### config.mk
export PLATFORM = sky130hd
export DESIGN_NAME = irq_ctrl
export DESIGN_NICKNAME = d
export VERILOG_FILES = /design/src/rtl/irq_ctrl.sv
export SDC_FILE = /design/constraint.sdc
export NUM_CORES = 1
export LEC_CHECK = 0
export CORE_UTILIZATION = 40
export DETAILED_ROUTE_END_ITERATION = 8
export PLACE_DENSITY = 0.8
export SLEW_MARGIN = 20
export SYNTH_ARGS = -nofsm -noshare
export SYNTH_HDL_FRONTEND = slang
export SYNTH_SLANG_ARGS = --single-unit
### constraint.sdc
create_clock -name clk -period 2.6 [get_ports clk]
set_clock_uncertainty 0.1 [all_clocks]
set_input_delay 0.78 -clock clk [delete_from_list [all_inputs] [get_ports clk]]
set_output_delay 0.78 -clock clk [all_outputs]
set_load 0.05 [all_outputs]
### src/rtl/irq_ctrl.sv
// Interrupt controller: synchronizes/captures sources, arbitrates EI > T0 > T1,
// redirects the core at instruction boundaries and tracks handler call nesting.
module irq_ctrl #(
   parameter logic [9:0] VEC_EI      = 10'h010,
   parameter logic [9:0] VEC_T0      = 10'h020,
   parameter logic [9:0] VEC_T1      = 10'h030,
   parameter int         SYNC_STAGES = 2,
   parameter int         DEPTH_W     = 4
) (
   input  logic       clk,
   input  logic       rst,
   input  logic       gie,
   input  logic [2:0] ie,
   input  logic       ext_int,
   input  logic       done_t0,
   input  logic       done_t1,
   input  logic       boundary,
   input  logic       call,
   input  logic       ret,
   input  logic       stack_full,
   output logic       irq_take,
   output logic [9:0] irq_vector,
   output logic [1:0] irq_source,
   output logic       done_ack_t0,
   output logic       done_ack_t1,
   output logic       overflow
);

   typedef enum logic [1:0] {IDLE, ACK, SERVICE} state_t;

   localparam logic [1:0] SRC_NONE = 2'd0;
   localparam logic [1:0] SRC_EI   = 2'd1;
   localparam logic [1:0] SRC_T0   = 2'd2;
   localparam logic [1:0] SRC_T1   = 2'd3;

   state_t               state, state_n;
   logic [SYNC_STAGES-1:0] sync_q;
   logic                 ei_prev, ei_pend, ei_rise, ei_clr;
   logic [DEPTH_W-1:0]   depth, depth_n;
   logic [1:0]           src_n;
   logic [9:0]           vec_n;
   logic                 take_n, ack0_n, ack1_n, ovf_n;
   logic [2:0]           req;

   assign ei_rise = sync_q[SYNC_STAGES-1] & ~ei_prev;
   assign req     = {ei_pend, done_t0, done_t1} & ie;

   always_ff @(posedge clk or posedge rst) begin
      if (rst) begin
         sync_q  <= '0;
         ei_prev <= 1'b0;
         ei_pend <= 1'b0;
      end else begin
         sync_q  <= {sync_q[SYNC_STAGES-2:0], ext_int};
         ei_prev <= sync_q[SYNC_STAGES-1];
         // a fresh edge wins over the clear caused by taking EI
         ei_pend <= ei_rise | (ei_pend & ~ei_clr);
      end
   end

   always_ff @(posedge clk or posedge rst) begin
      if (rst) begin
         state       <= IDLE;
         depth       <= '0;
         irq_take    <= 1'b0;
         irq_vector  <= '0;
         irq_source  <= SRC_NONE;
         done_ack_t0 <= 1'b0;
         done_ack_t1 <= 1'b0;
         overflow    <= 1'b0;
      end else begin
         state       <= state_n;
         depth       <= depth_n;
         irq_take    <= take_n;
         irq_vector  <= vec_n;
         irq_source  <= src_n;
         done_ack_t0 <= ack0_n;
         done_ack_t1 <= ack1_n;
         overflow    <= ovf_n;
      end
   end

   always_comb begin
      state_n = state;
      depth_n = depth;
      src_n   = irq_source;
      vec_n   = irq_vector;
      take_n  = 1'b0;
      ack0_n  = done_ack_t0;
      ack1_n  = done_ack_t1;
      ovf_n   = overflow;
      ei_clr  = 1'b0;
      case (state)
         IDLE: begin
            if (boundary && gie && |req) begin
               if (stack_full) begin
                  ovf_n = 1'b1;
               end else begin
                  take_n  = 1'b1;
                  state_n = ACK;
                  if (req[2]) begin
                     src_n  = SRC_EI;
                     vec_n  = VEC_EI;
                     ei_clr = 1'b1;
                  end else if (req[1]) begin
                     src_n = SRC_T0;
                     vec_n = VEC_T0;
                  end else begin
                     src_n = SRC_T1;
                     vec_n = VEC_T1;
                  end
               end
            end
         end
         ACK: begin
            // ack rises one cycle after the take, falls once done reads low
            case (irq_source)
               SRC_T0: begin
                  if (!done_ack_t0) ack0_n = 1'b1;
                  else if (!done_t0) begin
                     ack0_n  = 1'b0;
                     state_n = SERVICE;
                  end
               end
               SRC_T1: begin
                  if (!done_ack_t1) ack1_n = 1'b1;
                  else if (!done_t1) begin
                     ack1_n  = 1'b0;
                     state_n = SERVICE;
                  end
               end
               default: state_n = SERVICE;
            endcase
         end
         SERVICE: begin
            if (call && !ret) begin
               if (depth == '1) ovf_n = 1'b1;
               else depth_n = depth + 1'b1;
            end else if (ret && !call) begin
               if (depth != '0) begin
                  depth_n = depth - 1'b1;
               end else begin
                  state_n = IDLE;
                  src_n   = SRC_NONE;
                  vec_n   = '0;
               end
            end
         end
         default: state_n = IDLE;
      endcase
   end

endmodule

==> flow_metrics.py, run 1 <==
metrics = {
    "timing": {
        "period_share": 0.9544,
        "rsz0062_at_grt": "no",
        "drv_slew": 0,
        "hold_slack_ns": 0.2612,
        "slew_headroom": 0.5909,
        "setup_viol": 0,
        "hold_violations": 0,
        "max_freq_mhz": 403.0,
        "min_period_ns": 2.481,
        "tightest_slew_ns": 0.6130,
    },
    "setup_path": {
        "startpoint_type": "flop",
        "max_stage_delay_ns": 0.85,
        "end_kind": "output pin",
        "cp.buffers_inverters": 1,
        "arrival_ns": 1.60,
        "path_delay_family": "buffers and inverters",
        "crit_type": "flop to output pin",
        "crit_slowest_cell": "clkdlybuf4s50_1",
        "r2r-start": "depth[1]",
        "crit_path_start": "irq_vector[4]",
        "cp_max_fo": 8,
        "path_cells": "clkdlybuf4s50_1",
        "cp.required_ns": 1.72,
    },
    "logic_synthesis": {
        "synthArstFlopShare": 1.000,
        "syn_avg_cell_area_um2": 10.52,
        "synth_area_leader_cell": "dfrtp_1",
        "synthMuxAreaShare": 0.03649,
        "post-synth-top-area-fraction": 0.4324,
        "synthCells": 88,
        "ys_warn_count": 0,
        "synth_xor_area_frac": 0.01892,
        "synthFlopType": "dfrtp_1",
        "synth_cell_type_count": 35,
        "synth-compound-area-share": 0.1432,
        "synth-edff-count": 0,
        "synth_area_leaders": "dfrtp_1 (43%), buf_4 (8.1%), ha_1 (5.4%)",
        "synth_top_family_by_area": "simple AND/OR/NAND/NOR gates",
        "synthAdderAreaFrac": 0.07568,
        "ys_seq_area_frac": 0.4324,
        "ys_seq_elements": 16,
        "synthSimpleGateAreaFrac": 0.1797,
        "synth.cell_area_um2": 925.9,
    },
    "place": {
        "numPortBuffers": 20,
        "place_congestion": 0.7877,
        "placed_cell_area_um2": 1172,
        "hpwlAfterDp_mm": 1.394,
    },
    "drt": {
        "ant_nets": 0,
        "first_pass_iters": 5,
        "remaining_drc_errors": 0,
        "routed_wl_mm": 1.772,
        "drt_iter0_drc": 17,
        "avgViaCountPerCell": 4.993,
        "wl_per_cell_um": 12.14,
        "num_vias": 729,
    },
    "clocking": {
        "root_buffer": "clkbuf_4",
        "path_clk_slew_ns": 0.10,
        "cts_sinks": 16,
        "clk_latency_ns": 0.28,
        "tritoncts": "done",
        "ctsHtreeMaxLevel": 1,
        "cts_made_buffers": 3,
        "clockBufferDepth": 2,
    },
    "pwr": {
        "ir_drop_mv": 0.4337,
        "p_per_area_nw_per_um2": 980.1,
        "total_leakage_power_uw": 0.0005736,
        "p_total_uw": 1239,
    },
    "global_route": {
        "use_met2": 0.2867,
        "grt_max_degree": 17,
        "busiest_layer": "met2",
        "grt_util_all_layers": 0.1685,
        "overflow": 0,
        "grt_pass1_wl_mm": 3.098,
        "use_met3": 0.02778,
        "antenna_found_initial": 0,
        "grt_pass1_vias": 733,
        "grtUsageMet1": 0.2050,
    },
    "cells_and_area": {
        "synthToLayoutAreaGrowth_pct": 36.49,
        "design_area_um2": 1264,
        "n_antenna_cell": 0,
        "drive_above_1_share": 0.2458,
        "nets": 137,
        "fillers": 190,
    },
    "die": {
        "dieArea_um2": 2511,
        "boundaryPins": 29,
        "fp.dieW_um": 50.11,
        "die-height_um": 50.11,
        "initial_core_util": 0.4226,
        "fp-row-count": 17,
        "core_area_um2": 2191,
    },
    "outcome": {
        "status": "finished, final reports clean",
    },
    "hold_path": {
        "holdCritStartpoint": "sync_q[0]",
        "min_path_type": "flop to flop",
    },
    "flow_run": {
        "drv_cap": 0,
    },
}
## stage by stage
| step | worst slack, ns | util | TNS, ns | cells |
|---|---|---|---|---|
| after CTS | 0.0002975 | 0.5711 | 0 | 145 |
| after global placement | -0.3479 | 0.5351 | -1.986 | 141 |
| after floorplan | 0.09088 | - | 0 | 95 |
| after global routing | 0.03380 | 0.5768 | 0 | 146 |
| after detailed placement | -0.4388 | 0.5351 | -2.323 | 141 |
| final | 0.1186 | 0.5768 | 0 | 146 |
## metal layers
| metal | up-vias | share of wire |
|---|---|---|
| li1 | 348 | - |
| met5 | - | 0 |
| met3 | 2 | 0.027 |
| met4 | 0 | 0.0096 |
| met1 | 366 | 0.44 |
| met2 | 13 | 0.53 |
## state kept, by name, summed over array words and instances, names as in the netlist
| signal | cells |
|---|---|
| irq_take | 1 |
| overflow | 1 |
| done_ack_t0 | 1 |
| done_ack_t1 | 1 |
| ei_prev | 1 |
| irq_vector | 2 |
| ei_pend | 1 |
| sync_q | 2 |
| state | 2 |
| depth | 4 |
## cell usage after synthesis (all sizes together) (2+ instances only)
cell	number
dfrtp	16
buf	10
inv	7
nor2	6
ha	4
nand2	4
a21oi	3
mux2	3
nand2b	3
nand3	3
or2	3
a211oi	2
a32o	2
o22ai	2
or3	2
xor2	2
## cell usage in the layout (no fill, tap or decap), types with 4 or more instances in the layout
cell / synthesis / layout
clkdlybuf4s50_1: 0 / 18
dfrtp_1: 16 / 16
buf_4: 10 / 9
conb_1: 1 / 8
inv_1: 7 / 6
nor2_1: 5 / 5
nand2_1: 4 / 4
## kinds of logic (layout without fill, tap and decap cells)
family / after synthesis / in the layout
AOI/OAI and AO/OA: 17 / 17
and+or+nand+nor: 27 / 27
xor gates and xnor gates: 2 / 2
buffers and inverters: 17 / 40
DFF: 16 / 16
muxes: 3 / 3
adders and majority gates: 5 / 5
other: 1 / 8
## worst paths after layout
path,to,slack (ns),depth (start not counted)
worst min-delay path,sync_q[1],0.26,0
worst max register to register,depth[3],0.68,5
worst max-delay path,irq_source[0],0.12,1
max in group asynchronous,depth[3],1.24,2
worst min register to register,sync_q[1],0.26,0
min in group asynchronous,sync_q[1],0.76,2
## report_power, final
group          internal (uW)  leakage (uW)  switching (uW)
Sequential               325      0.000188             112
Clock                   85.1     0.0000210            76.6
Combinational            279      0.000365             361
## repair_timing
action,CTS,global route
buffers inserted,0,1
gates resized for setup,8,2
setup endpoints to repair,5,5
hold buffers,0,0
pin swaps,7,3
## final cells by class
type / instances / area, um2 / area share
inverter: 7 / 26.28 / 0.02079
clock buffer: 4 / 36.28 / 0.02871
multi-input combinational: 62 / 493.0 / 0.3901
sequential: 16 / 400.4 / 0.3168
tap: 28 / 35.03 / 0.02772
timing repair buffer: 29 / 272.8 / 0.2158
(Power assumes the default switching activity.)
==> run 2, diff against run 1 <==
Settings changed: ABC_CLOCK_PERIOD_IN_PS set to 2600.
==> results of run 2 <==
Final layout, timing and power as in run 1 (identical DEF).
==> run 3, diff against run 2 <==
Settings changed: REMOVE_ABC_BUFFERS set to 1.
==> flow_metrics.py, run 3 (synthesis results as in run 1) <==
metrics = {
    "place": {
        "pre_cts_ws_ns": -0.4425,
        "place_congestion": 0.7849,
        "numPortBuffers": 20,
        "dp.cells": 141,
        "hpwlAfterDp_mm": 1.302,
    },
    "drt": {
        "avgViaCountPerCell": 4.931,
        "num_vias": 715,
        "first_pass_iters": 4,
        "ant_nets": 0,
        "drt_iter0_drc": 11,
        "wl_per_cell_um": 11.47,
        "routed_wl_mm": 1.663,
        "remaining_drc_errors": 0,
    },
    "die": {
        "dieArea_um2": 2511,
        "initial_core_util": 0.4226,
        "boundaryPins": 29,
        "die-height_um": 50.11,
        "core_area_um2": 2191,
        "fp.dieW_um": 50.11,
        "fp-row-count": 17,
    },
    "timing": {
        "hold_violations": 0,
        "min_period_ns": 2.492,
        "slew_headroom": 0.6202,
        "setup_slack_ns": 0.1076,
        "tightest_slew_ns": 0.5691,
        "period_share": 0.9586,
        "hold_slack_ns": 0.2593,
        "setup_viol": 0,
        "max_freq_mhz": 401.2,
        "rsz0062_at_grt": "no",
        "drv_slew": 0,
    },
    "cells_and_area": {
        "n_antenna_cell": 0,
        "final_cell_mix": "clkdlybuf4s50_1 (18), dfrtp_1 (16), conb_1 (8), buf_4 (8), inv_1 (6)",
        "fillers": 181,
        "drive_above_1_share": 0.2308,
        "fin_util": 0.5694,
        "fin_cells": 145,
        "largest_register_ffs": 4,
        "regMostFlops": "depth",
        "mostFrequentLayoutCell": "clkdlybuf4s50_1",
        "nets": 136,
        "synthToLayoutAreaGrowth_pct": 34.73,
    },
    "clocking": {
        "path_clk_slew_ns": 0.09,
        "post-cts-setup-buffers": 0,
        "tritoncts": "done",
        "ctsHtreeMaxLevel": 1,
        "clockBufferDepth": 2,
        "cts_made_buffers": 3,
        "cts_sinks": 16,
        "root_buffer": "clkbuf_4",
        "clk_latency_ns": 0.29,
        "cts_hold_buffers": 0,
    },
    "setup_path": {
        "rrSetupSlack_ns": 0.64,
        "end_kind": "output pin",
        "cp_max_fo": 8,
        "crit_slowest_cell": "clkdlybuf4s50_1",
        "cp.depth": 1,
        "crit_type": "flop to output pin",
        "cp.buffers_inverters": 1,
        "r2r-start": "depth[1]",
        "arrival_ns": 1.61,
        "path_delay_family": "buffers and inverters",
        "crit_end": "irq_source[0]",
        "path_cells": "clkdlybuf4s50_1",
        "crit-reg2reg-capture": "depth[3]",
        "crit_path_start": "irq_vector[4]",
        "cp.required_ns": 1.72,
        "max_stage_delay_ns": 0.85,
        "worstRegToRegCells": 5,
        "startpoint_type": "flop",
    },
    "flow_run": {
        "drv_cap": 0,
    },
    "global_route": {
        "antenna_found_initial": 0,
        "overflow": 0,
        "grt_pass1_wl_mm": 2.877,
        "grt_max_degree": 17,
        "grt_util_all_layers": 0.1539,
        "grt_pass1_vias": 690,
    },
    "pwr": {
        "p_per_area_nw_per_um2": 973.3,
        "total_leakage_power_uw": 0.0005609,
        "ir_drop_mv": 0.4602,
    },
    "outcome": {
        "status": "finished, final reports clean",
    },
    "hold_path": {
        "min_path_type": "flop to flop",
    },
}
## run 3: worst min path at each step
stage	from	endpoint	slack [ns]	depth (start not counted)
CTS	sync_q[0]	sync_q[1]	0.26	0
global placement	sync_q[0]	sync_q[1]	0.24	0
floorplan	sync_q[0]	sync_q[1]	0.23	0
global route	sync_q[0]	sync_q[1]	0.27	0
finish	sync_q[0]	sync_q[1]	0.26	0
detailed placement	sync_q[0]	sync_q[1]	0.24	0
## run 3: area by class of cell
type                    count  area, um2  share of cell area
clock buffers               4      36.28             0.02909
inverters                   7      26.28             0.02106
multi-input cells          62      488.0              0.3912
flip-flops and latches     16      400.4              0.3210
well taps                  28      35.03             0.02808
repair buffers             28      261.5              0.2096
## run 3: timing repair
item	4_1_cts	5_1_grt
pin swaps	6	3
endpoints found under the hold margin	0	0
resized for setup	8	1
setup endpoints to repair	5	1
## run 3: power by group
group | internal [uW] | switching (uW) | total, uW
clock | 85.2 | 75.3 | 160
combinational | 264 | 351 | 616
sequential | 325 | 113 | 438
total | 675 | 539 | 1210
## run 3: metal layers
metal,track usage,vias to the layer above,part of all wire
met1,0.1731,345,0.43
met5,0,-,0
li1,-,350,-
met4,0.05714,0,0.0090
met3,0.05864,2,0.043
met2,0.2600,18,0.52
## run 3: through the flow
stage	total power (uW)	cell area (um2)	TNS (ns)
floorplan	823.1	877.1	0
global placement	1006	1172	-2.035
detailed placement	1023	1172	-2.397
CTS	1225	1245	0
global route	1302	1247	0
finish	1214	1247	0
